## config.mk

```make
export PLATFORM = sky130hd
export DESIGN_NAME = vppm_pwm_capture_flat
export DESIGN_NICKNAME = d
export VERILOG_FILES = /design/src/rtl/vppm_pwm_capture_if.sv /design/src/rtl/vppm_pwm_capture.sv /design/src/flat_wrapper.sv
export SDC_FILE = /design/constraint.sdc
export NUM_CORES = 1
export LEC_CHECK = 0
export CELL_PAD_IN_SITES_DETAIL_PLACEMENT = 0
export CELL_PAD_IN_SITES_GLOBAL_PLACEMENT = 1
export CORE_AREA = 4 4 168 170
export DETAILED_ROUTE_END_ITERATION = 10
export DIE_AREA = 0 0 172 174
export PLACE_DENSITY = 0.88
export SLEW_MARGIN = 15
export SYNTH_ARGS = -nofsm -noshare
export SYNTH_HDL_FRONTEND = slang
export SYNTH_SLANG_ARGS = --single-unit
```

## constraint.sdc

```tcl
create_clock -name clk -period 9.69 [get_ports clk]
set_input_delay 1.938 -clock clk [delete_from_list [all_inputs] [get_ports clk]]
set_output_delay 1.938 -clock clk [all_outputs]
set_load 0.005 [all_outputs]
```

## src/rtl/vppm_pwm_capture_if.sv

```systemverilog
`timescale 1ns/1ps
`default_nettype none
// ============================================================================
//  Module   : vppm_pwm_capture_if
//  Brief    : Result bus of the PWM/VPPM capture block (duty, period, high
//             time, strobe and status flags).
//  Revision : 1.0 - initial release
// ============================================================================
interface vppm_pwm_capture_if #(
   parameter int CNT_W = 26,
   parameter int OUT_W = 12
);
   logic [OUT_W-1:0] duty_out;
   logic [CNT_W-1:0] period_out;
   logic [CNT_W-1:0] high_out;
   logic             duty_valid;
   logic             timeout;
   logic             overrun;

   // Capture block drives the results
   modport master (
      output duty_out, period_out, high_out, duty_valid, timeout, overrun
   );

   // Demodulation / reconstruction logic consumes them
   modport slave (
      input duty_out, period_out, high_out, duty_valid, timeout, overrun
   );
endinterface
`default_nettype wire

```

## src/rtl/vppm_pwm_capture.sv

```systemverilog
`timescale 1ns/1ps
`default_nettype none
// ============================================================================
//  Module   : vppm_pwm_capture
//  Brief    : Measures an incoming PWM/VPPM pulse train. Per period it
//             recovers the high time, the period and a duty word
//             floor(high * 2^OUT_W / period) using a sequential restoring
//             divider that runs alongside the free-running counters.
//  Revision : 1.0 - initial release
// ============================================================================
module vppm_pwm_capture #(
   parameter int               CNT_W      = 26,
   parameter int               OUT_W      = 12,
   parameter logic [CNT_W-1:0] MAX_PERIOD = 26'd5_000_000
) (
   input  wire logic               clk,
   input  wire logic               rst,
   input  wire logic               pwm_in,
   vppm_pwm_capture_if.master      bus
);

   localparam int               REM_W     = CNT_W + OUT_W + 1;
   localparam int               STEP_W    = $clog2(OUT_W);
   localparam logic [STEP_W-1:0] LAST_STEP = STEP_W'(OUT_W - 1);

   typedef enum logic [1:0] {
      IDLE    = 2'd0,
      MEASURE = 2'd1,
      DIVIDE  = 2'd2
   } state_t;

   state_t            r_state;
   logic              r_sync1;
   logic              r_s;
   logic              r_s_d;
   logic [CNT_W-1:0]  r_period_cnt;
   logic [CNT_W-1:0]  r_high_cnt;
   logic [CNT_W-1:0]  r_cap_period;
   logic [CNT_W-1:0]  r_cap_high;
   logic [REM_W-1:0]  r_rem;
   logic [OUT_W-2:0]  r_quo;
   logic              r_ovf;
   logic [STEP_W-1:0] r_step;

   logic              w_rise;
   logic              w_timeout;
   logic              w_last;
   logic              w_ge;
   logic              w_ovf_final;
   logic [REM_W-1:0]  w_rem_sh;
   logic [REM_W-1:0]  w_div;
   logic [REM_W-1:0]  w_rem_nx;
   logic [OUT_W-1:0]  w_quo_nx;
   logic [CNT_W-1:0]  w_period_inc;
   logic [CNT_W-1:0]  w_high_inc;

   // Edge detect, timeout detect and one restoring-division step
   always_comb begin
      w_rise       = r_s & ~r_s_d;
      // An edge in the same cycle as the timeout is treated as a capture
      w_timeout    = (r_state == MEASURE) && (r_period_cnt >= MAX_PERIOD) && !w_rise;
      w_last       = (r_step == LAST_STEP);
      w_rem_sh     = {r_rem[REM_W-2:0], 1'b0};
      w_div        = {{(OUT_W+1){1'b0}}, r_cap_period};
      w_ge         = (w_rem_sh >= w_div);
      w_rem_nx     = w_ge ? (w_rem_sh - w_div) : w_rem_sh;
      w_quo_nx     = {r_quo, w_ge};
      // A remainder bit shifted out also means the quotient cannot be trusted
      w_ovf_final  = r_ovf | r_rem[REM_W-1];
      w_period_inc = (r_period_cnt >= MAX_PERIOD) ? MAX_PERIOD : r_period_cnt + CNT_W'(1);
      w_high_inc   = (r_high_cnt >= MAX_PERIOD) ? MAX_PERIOD : r_high_cnt + CNT_W'(1);
   end

   // Two-flop synchronizer plus delay stage for rising-edge detection
   always_ff @(posedge clk or posedge rst) begin
      if (rst) begin
         r_sync1 <= 1'b0;
         r_s     <= 1'b0;
         r_s_d   <= 1'b0;
      end else begin
         r_sync1 <= pwm_in;
         r_s     <= r_sync1;
         r_s_d   <= r_s;
      end
   end

   // Period/high counters: reload on every edge, saturate, idle at zero
   always_ff @(posedge clk or posedge rst) begin
      if (rst) begin
         r_period_cnt <= '0;
         r_high_cnt   <= '0;
      end else if (w_timeout) begin
         r_period_cnt <= '0;
         r_high_cnt   <= '0;
      end else if (w_rise) begin
         r_period_cnt <= CNT_W'(1);
         r_high_cnt   <= CNT_W'(1);
      end else if (r_state == IDLE) begin
         r_period_cnt <= '0;
         r_high_cnt   <= '0;
      end else begin
         r_period_cnt <= w_period_inc;
         if (r_s) begin
            r_high_cnt <= w_high_inc;
         end
      end
   end

   // Control FSM with capture latch, divider iteration and registered outputs
   always_ff @(posedge clk or posedge rst) begin
      if (rst) begin
         r_state        <= IDLE;
         r_cap_period   <= '0;
         r_cap_high     <= '0;
         r_rem          <= '0;
         r_quo          <= '0;
         r_ovf          <= 1'b0;
         r_step         <= '0;
         bus.duty_out   <= '0;
         bus.period_out <= '0;
         bus.high_out   <= '0;
         bus.duty_valid <= 1'b0;
         bus.timeout    <= 1'b0;
         bus.overrun    <= 1'b0;
      end else begin
         bus.duty_valid <= 1'b0;
         case (r_state)
            IDLE: begin
               if (w_rise) begin
                  r_state <= MEASURE;
               end
            end
            MEASURE: begin
               if (w_rise) begin
                  r_cap_period <= r_period_cnt;
                  r_cap_high   <= r_high_cnt;
                  r_rem        <= REM_W'(r_high_cnt);
                  r_quo        <= '0;
                  r_ovf        <= (r_high_cnt >= r_period_cnt);
                  r_step       <= '0;
                  r_state      <= DIVIDE;
               end else if (w_timeout) begin
                  bus.duty_out   <= {OUT_W{r_s}};
                  bus.period_out <= '0;
                  bus.high_out   <= '0;
                  bus.duty_valid <= 1'b1;
                  bus.timeout    <= 1'b1;
                  r_state        <= IDLE;
               end
            end
            DIVIDE: begin
               r_rem  <= w_rem_nx;
               r_quo  <= w_quo_nx[OUT_W-2:0];
               r_ovf  <= w_ovf_final;
               r_step <= r_step + STEP_W'(1);
               if (w_last) begin
                  bus.duty_out   <= w_ovf_final ? {OUT_W{1'b1}} : w_quo_nx;
                  bus.period_out <= r_cap_period;
                  bus.high_out   <= r_cap_high;
                  bus.duty_valid <= 1'b1;
                  bus.timeout    <= 1'b0;
                  r_state        <= MEASURE;
                  // Edge arriving as the division finishes chains straight in
                  if (w_rise) begin
                     r_cap_period <= r_period_cnt;
                     r_cap_high   <= r_high_cnt;
                     r_rem        <= REM_W'(r_high_cnt);
                     r_quo        <= '0;
                     r_ovf        <= (r_high_cnt >= r_period_cnt);
                     r_step       <= '0;
                     r_state      <= DIVIDE;
                  end
               end else if (w_rise) begin
                  bus.overrun <= 1'b1;
               end
            end
            default: begin
               r_state <= IDLE;
            end
         endcase
      end
   end

endmodule
`default_nettype wire
```

## src/flat_wrapper.sv

```systemverilog
// flat-port wrapper written by rule: the top's interface ports become plain ports
module vppm_pwm_capture_flat 
#(
   parameter int               CNT_W      = 26,
   parameter int               OUT_W      = 12,
   parameter logic [CNT_W-1:0] MAX_PERIOD = 26'd5_000_000
)
  (clk, rst, pwm_in, bus_duty_out, bus_period_out, bus_high_out, bus_duty_valid, bus_timeout, bus_overrun);
  vppm_pwm_capture_if #(.CNT_W(CNT_W), .OUT_W(OUT_W)) bus_i ();
  input  wire logic clk;
  input  wire logic rst;
  input  wire logic pwm_in;
  output wire logic [$bits(bus_i.duty_out)-1:0] bus_duty_out;
  output wire logic [$bits(bus_i.period_out)-1:0] bus_period_out;
  output wire logic [$bits(bus_i.high_out)-1:0] bus_high_out;
  output wire logic [$bits(bus_i.duty_valid)-1:0] bus_duty_valid;
  output wire logic [$bits(bus_i.timeout)-1:0] bus_timeout;
  output wire logic [$bits(bus_i.overrun)-1:0] bus_overrun;
  assign bus_duty_out = bus_i.duty_out;
  assign bus_period_out = bus_i.period_out;
  assign bus_high_out = bus_i.high_out;
  assign bus_duty_valid = bus_i.duty_valid;
  assign bus_timeout = bus_i.timeout;
  assign bus_overrun = bus_i.overrun;
  vppm_pwm_capture #(.CNT_W(CNT_W), .OUT_W(OUT_W), .MAX_PERIOD(MAX_PERIOD)) u_core (.clk(clk), .rst(rst), .pwm_in(pwm_in), .bus(bus_i));
endmodule
```

# ---- Yosys cells after proc, flatten, opt, wreduce, memory -nomap -nowiden
# Cells that the tools add are included.
dict set report totals {
  in_bits 3
  register_bits 231
  wordCells 107
  out_inout_bits 67
}
dict set report classes {
  n_mux 57
  order_cmp 4
  bitwise_logic 4
  addsub 4
  n_eq_ne 9
  reduce_logical 11
}
# op count
set op_table {}
lappend op_table {{two-way mux 26 bit} 17}
lappend op_table {{case mux 26 bit (2 select lines)} 4}
lappend op_table {{two-way mux 39 bit} 4}
lappend op_table {{case mux 39 bit (2 select lines)} 1}
lappend op_table {{adder 26 x 1 -> 26 bit (second input constant)} 2}
lappend op_table {{greater-or-equal comparator 26 x 23 -> 1 bit (second input constant)} 2}
lappend op_table {{two-way mux 12 bit} 4}
lappend op_table {{greater-or-equal comparator 39 x 26 -> 1 bit} 1}
lappend op_table {{subtractor 39 x 26 -> 39 bit} 1}
lappend op_table {{two-way mux 11 bit} 3}
lappend op_table {{greater-or-equal comparator 26 bit} 1}
lappend op_table {{case mux 12 bit (2 select lines)} 1}
lappend op_table {{case mux 11 bit (2 select lines)} 1}
lappend op_table {{two-way mux 4 bit} 3}
lappend op_table {{two-way mux 2 bit} 5}
lappend op_table {{two-way mux 1 bit} 9}
lappend op_table {{inequality test 2 x 1 -> 1 bit (second input constant)} 4}
lappend op_table {{case mux 4 bit (2 select lines)} 1}
lappend op_table {{case mux 1 bit (2 select lines)} 3}
lappend op_table {{case mux 2 bit (3 select lines)} 1}
lappend op_table {{AND reduction 3 bit} 2}
lappend op_table {{adder 4 x 1 -> 4 bit (second input constant)} 1}
lappend op_table {{equality test 4 bit (second input constant)} 1}
lappend op_table {{AND reduction 2 bit} 2}
lappend op_table {{13 further kinds} 15}

# ---- Depth between registers and ports, before layout
dict set report depth {
  ltp_word 7
  depth_mapped 13
  mapped_depth_nobuf 10
}

# ---- Worst setup path before layout
# No wires, ideal clock.
dict set report synth_timing {
  kind {register to register}
  start {register u_core.r_rem[16]}
  end {register u_core.r_rem[30]}
  setup_ns 0.069
  path_slack_ns 6.787
  synth_period_minus_slack_ns 2.903
  path_buffers 1
  path_stages_with_launch 11
  arrival_ns 2.834
  required_time_ns 9.621
  cell_sequence {dfrtp_1 > ha_1 > clkbuf_1 > nand4_1 > or3_1 > or3_1 > a31oi_1 > nor3_2 > or3_4 > or4_1 > nand3_1}
}
dict set report synth_via {
  elab_chain_cells 5
  word_cells_on_any_way 6
  classes_between {1 x add/sub; 1 x order compare; 4 x mux}
}
# element line_no
set synth_lines {}
lappend synth_lines {{from (decl)} vppm_pwm_capture.sv:40} ;# logic [REM_W-1:0] r_rem;
lappend synth_lines {{from (signal assigned)} vppm_pwm_capture.sv:137} ;# r_rem <= REM_W'(r_high_cnt);
lappend synth_lines {{from (signal assigned)} vppm_pwm_capture.sv:152} ;# r_rem <= w_rem_nx;
lappend synth_lines {{from (signal assigned)} vppm_pwm_capture.sv:167} ;# r_rem <= REM_W'(r_high_cnt);
lappend synth_lines {{subtractor 39 x 26 -> 39 bit or greater-or-equal comparator 39 x 26 -> 1 bit (tied branches)} {vppm_pwm_capture.sv:66, vppm_pwm_capture.sv:65}}
lappend synth_lines {{two-way mux 39 bit (*)} vppm_pwm_capture.sv:66} ;# w_rem_nx = w_ge ? (w_rem_sh - w_div) : w_rem_sh;
lappend synth_lines {{two-way mux 39 bit} vppm_pwm_capture.sv:164} ;# if (w_rise) begin
lappend synth_lines {{two-way mux 39 bit (*)} vppm_pwm_capture.sv:156} ;# if (w_last) begin
lappend synth_lines {{case mux 39 bit (2 select lines) (*)} vppm_pwm_capture.sv:127} ;# case (r_state)
# Mark *: on every way between the ends. The rest lies on a longest branch, timed or not.
# A chain may end at the register's enable or synchronous reset.

# ---- Worst setup path after layout
dict set report layout_timing {
  start {register u_core.r_high_cnt[9]}
  end {register u_core.r_high_cnt[15]}
}
dict set report layout_via {
  elab_chain_cells 6
  word_cells_on_any_way 7
  classes_between {1 x add/sub; 1 x order compare; 5 x mux}
}
# element line_no
set layout_lines {}
lappend layout_lines {{from (decl)} vppm_pwm_capture.sv:37} ;# logic [CNT_W-1:0] r_high_cnt;
lappend layout_lines {{from (signal assigned)} vppm_pwm_capture.sv:104} ;# r_high_cnt <= w_high_inc;
lappend layout_lines {{adder 26 x 1 -> 26 bit or greater-or-equal comparator 26 x 23 -> 1 bit (tied branches)} vppm_pwm_capture.sv:71} ;# w_high_inc = (r_high_cnt >= MAX_PERIOD) ? MAX_PERIOD : r_high_cnt + CNT_W'(1);
lappend layout_lines {{two-way mux 26 bit (*)} vppm_pwm_capture.sv:71}
lappend layout_lines {{two-way mux 26 bit (*)} vppm_pwm_capture.sv:103} ;# if (r_s) begin
lappend layout_lines {{two-way mux 26 bit (*)} vppm_pwm_capture.sv:98} ;# end else if (r_state == IDLE) begin
lappend layout_lines {{two-way mux 26 bit (*)} vppm_pwm_capture.sv:95} ;# end else if (w_rise) begin
lappend layout_lines {{two-way mux 26 bit (*)} vppm_pwm_capture.sv:92} ;# end else if (w_timeout) begin
# Mark *: on every way between the ends. The rest lies on a longest branch, timed or not. The select of a mux whose other input is x is not followed.

==> flow_summary.yaml <==
synthesis:
  ys_seq_area_share_pct: 46.6
  synth_seq_cells: 231
  async_flop_share_pct: 100
  syn_inst: 1322
  yosysWarnings: 0
  ys_dominant_reg_cell: "dfrtp_1"
  syn-cell-area_um2: 12400
  synth_edf_count: 0
  ys_types: 69
  syn_area_per_cell_um2: 9.38
pwr:
  p_sw_share_pct: 43.2
  p_comb_share_pct: 51.8
  seqPwrFrac_pct: 27.1
  power_density_nw_per_um2: 322
  p_leak_uw: 0.00646
  p_sw_uw: 1980
  pwr-share-clk_pct: 21.2
  p_int_uw: 2600
  peakVddDrop_mv: 0.217
worst_setup_path:
  ff2ff_path_depth: 8
  worstSetupEndpointType: "flip-flop"
  r2r_slack_ns: 6.00
  rr_endpoint: "u_core.r_high_cnt[15]"
  startpoint: "u_core.r_high_cnt[9]"
  criticalPathCategory: "flip-flop to flip-flop"
  worst-path-max-fanout: 17
  cp.required_ns: 10.14
  reg2reg_from: "u_core.r_high_cnt[9]"
  worstPathArrival_ns: 4.14
  start_kind: "flip-flop"
clock_tree:
  cts_hold_buf: 0
  tritoncts: "yes"
  path_clk_slew_ns: 0.06
  post-cts-setup-buffers: 0
  post_cts_resized: 0
  cts_root_buf: "clkbuf_16"
  clkLatencyLatePin_ns: 0.53
  htree_levels: 1
  max-clock-path-buffers: 3
  cts_made_buffers: 26
  clock-sinks: 231
sta:
  rsz0062_at_grt: "no"
  setup_viol: 0
  slew_viol_final: 0
  fin_crit_sh_pct: 38.1
  fin_skew_ns: 0.0170
  tightest_slew_ns: 0.958
  max_freq_mhz: 271
  fin_setup_tns_ns: 0
  relSlewSlack_pct: 35.7
  finalHoldViolCount: 0
  min_period_ns: 3.69
placed_design:
  place_hpwl_mm: 22.3
  gp_congestion: 0.960
  port_buffers: 69
final_layout:
  fillCellCount: 2434
  antenna_cells: 0
  nets: 1428
  post-route-util_pct: 53.2
  final_common_cell: "dfrtp_1"
  final_cell_mix: "231 x dfrtp_1, 179 x nand2_1, 111 x o21ai_0"
  drive_gt1_share_pct: 6.81
  area_delta_synth_final_pct: 14.6
global_route:
  grt_overflow: 0
  grt_max_degree: 103
  antenna_found_initial: 0
  grt_pass1_wl_mm: 51.9
  grt_pass1_vias: 9869
  track_usage_pct: 21.0
die:
  die_h_um: 174
  dieArea_um2: 29900
  initial_utilization_pct: 46.4
  core_region_area_um2: 26700
  die_w_um: 172
  num_rows: 60
  io_pins: 70
detailed_routing:
  post_drt_wl_per_cell_um: 18.4
  antenna_left: 0
  vias: 10125
  detail_route.wirelength_mm: 31.7
  vias_per_cell: 5.88
  drt_first_pass_iters: 7
  drt_iter0_markers: 789
  post-route-drc-count: 0
hold_path:
  hold_path_class: "flip-flop to flip-flop"
  whs_endpoint: "u_core.r_s"
  holdCritStartpoint: "u_core.r_sync1"
  whs_path_depth: 0
run:
  max_cap_violations: 0
run_status:
  outcome: "complete, no violations"
worst max path at each step:
stage | to | slack (ns) | cells after the start
6_report | u_core.r_high_cnt[15] | 6.00 | 8
5_1_grt | u_core.r_high_cnt[21] | 5.66 | 8
4_1_cts | u_core.r_high_cnt[15] | 6.07 | 8
3_5_place_dp | u_core.r_rem[11] | 5.72 | 3
3_3_place_gp | u_core.r_period_cnt[17] | 5.75 | 3
2_1_floorplan | u_core.bus.duty_out[0] | 1.42 | 1
worst max-delay path: stages, from the launching register on:
cell and delay (ns):
dfrtp_1 0.45, nand2_1 0.17, o21bai_1 0.09, a211o_1 0.30, a2111o_1 0.43, a31oi_1 0.71
nand4_1 0.78, or3_1 0.61, o21ai_1 0.08
stage by stage:
stage / hold slack, ns / std cells / setup WS [ns] / instance area, um^2 / total power (uW)
final: 0.349 / 1722 / 6.00 / 14200 / 4580
after floorplan: 0.331 / 1324 / 1.42 / 12400 / 3030
after global routing: 0.355 / 1722 / 5.66 / 14200 / 4930
after global placement: 0.337 / 1676 / 5.75 / 13400 / 3560
after detailed placement: 0.337 / 1676 / 5.72 / 13400 / 3600
after CTS: 0.350 / 1722 / 6.07 / 14200 / 4600
layer usage:
layer | vias up | share of wire (%) | global-route usage (%) | routed length, um
met5 | - | 0 | 0 | 0
met4 | 0 | 2.4 | 5.54 | 758
met3 | 61 | 4.5 | 2.57 | 1410
met2 | 261 | 49 | 35.4 | 15600
met1 | 5001 | 44 | 28.8 | 13900
li1 | 4802 | - | - | -
power by group through the flow:
stage | clock, uW | combinational [uW] | sequential [uW]
2_1_floorplan | 0 | 1810 | 1210
5_1_grt | 1030 | 2650 | 1260
4_1_cts | 994 | 2370 | 1240
6_report | 969 | 2370 | 1240
3_5_place_dp | 0 | 2350 | 1260
3_3_place_gp | 0 | 2310 | 1250
flip-flops by register name, indices dropped and copies added, names as in the netlist, 2 cells and up:
name,cells
u_core.r_rem,39
u_core.bus.high_out,26
u_core.bus.period_out,26
u_core.r_cap_high,26
u_core.r_cap_period,26
u_core.r_high_cnt,26
u_core.r_period_cnt,26
u_core.bus.duty_out,12
u_core.r_quo,11
u_core.r_step,4
u_core.r_state,2
cell usage after synthesis, types with 7 or more instances:
cell,number,area share [%]
inv_1,67,2.0
nand2_1,179,5.4
a21oi_1,65,2.6
nand4_1,23,1.2
nor2_1,62,1.9
nor3_1,22,0.89
a211o_1,8,0.56
nor4_1,12,0.61
and3_1,16,0.81
mux2_2,27,2.5
xor2_1,13,0.92
a21o_1,34,2.1
nand2b_1,8,0.40
nor3b_1,8,0.48
a211oi_1,9,0.54
a31oi_1,11,0.55
o21ai_1,42,1.7
xnor2_1,41,2.9
nor2b_1,7,0.35
mux2i_1,9,0.73
nand3_1,31,1.3
o31ai_1,31,1.9
buf_1,8,0.24
ha_1,61,6.2
a22o_1,23,1.6
o21ai_0,112,4.5
clkbuf_1,57,1.7
dfrtp_1,231,47
or3_1,10,0.50
a22oi_1,19,1.2
final cells by class:
type                    count  area (um^2)  share of cell area (%)
clock inverters             6         61.3                   0.431
clock buffers              40          785                    5.52
inverters                  68          263                    1.85
multi-input cells         955         6110                    43.0
repair buffers             81          781                    5.49
well taps                 341          427                    3.00
flip-flops and latches    231         5780                    40.7
kinds of logic after synthesis:
family | Yosys count | share of synthesized area (%)
AOI/OAI and AO/OA | 393 | 19.9
DFF | 231 | 46.6
buffers and inverters | 138 | 4.30
and+or+nand+nor | 407 | 15.9
xor gates and xnor gates | 54 | 3.81
adders and majority gates | 62 | 6.32
other | 1 | 0.0302
muxes | 36 | 3.18
Note: power is estimated with default switching activity, not from simulation.
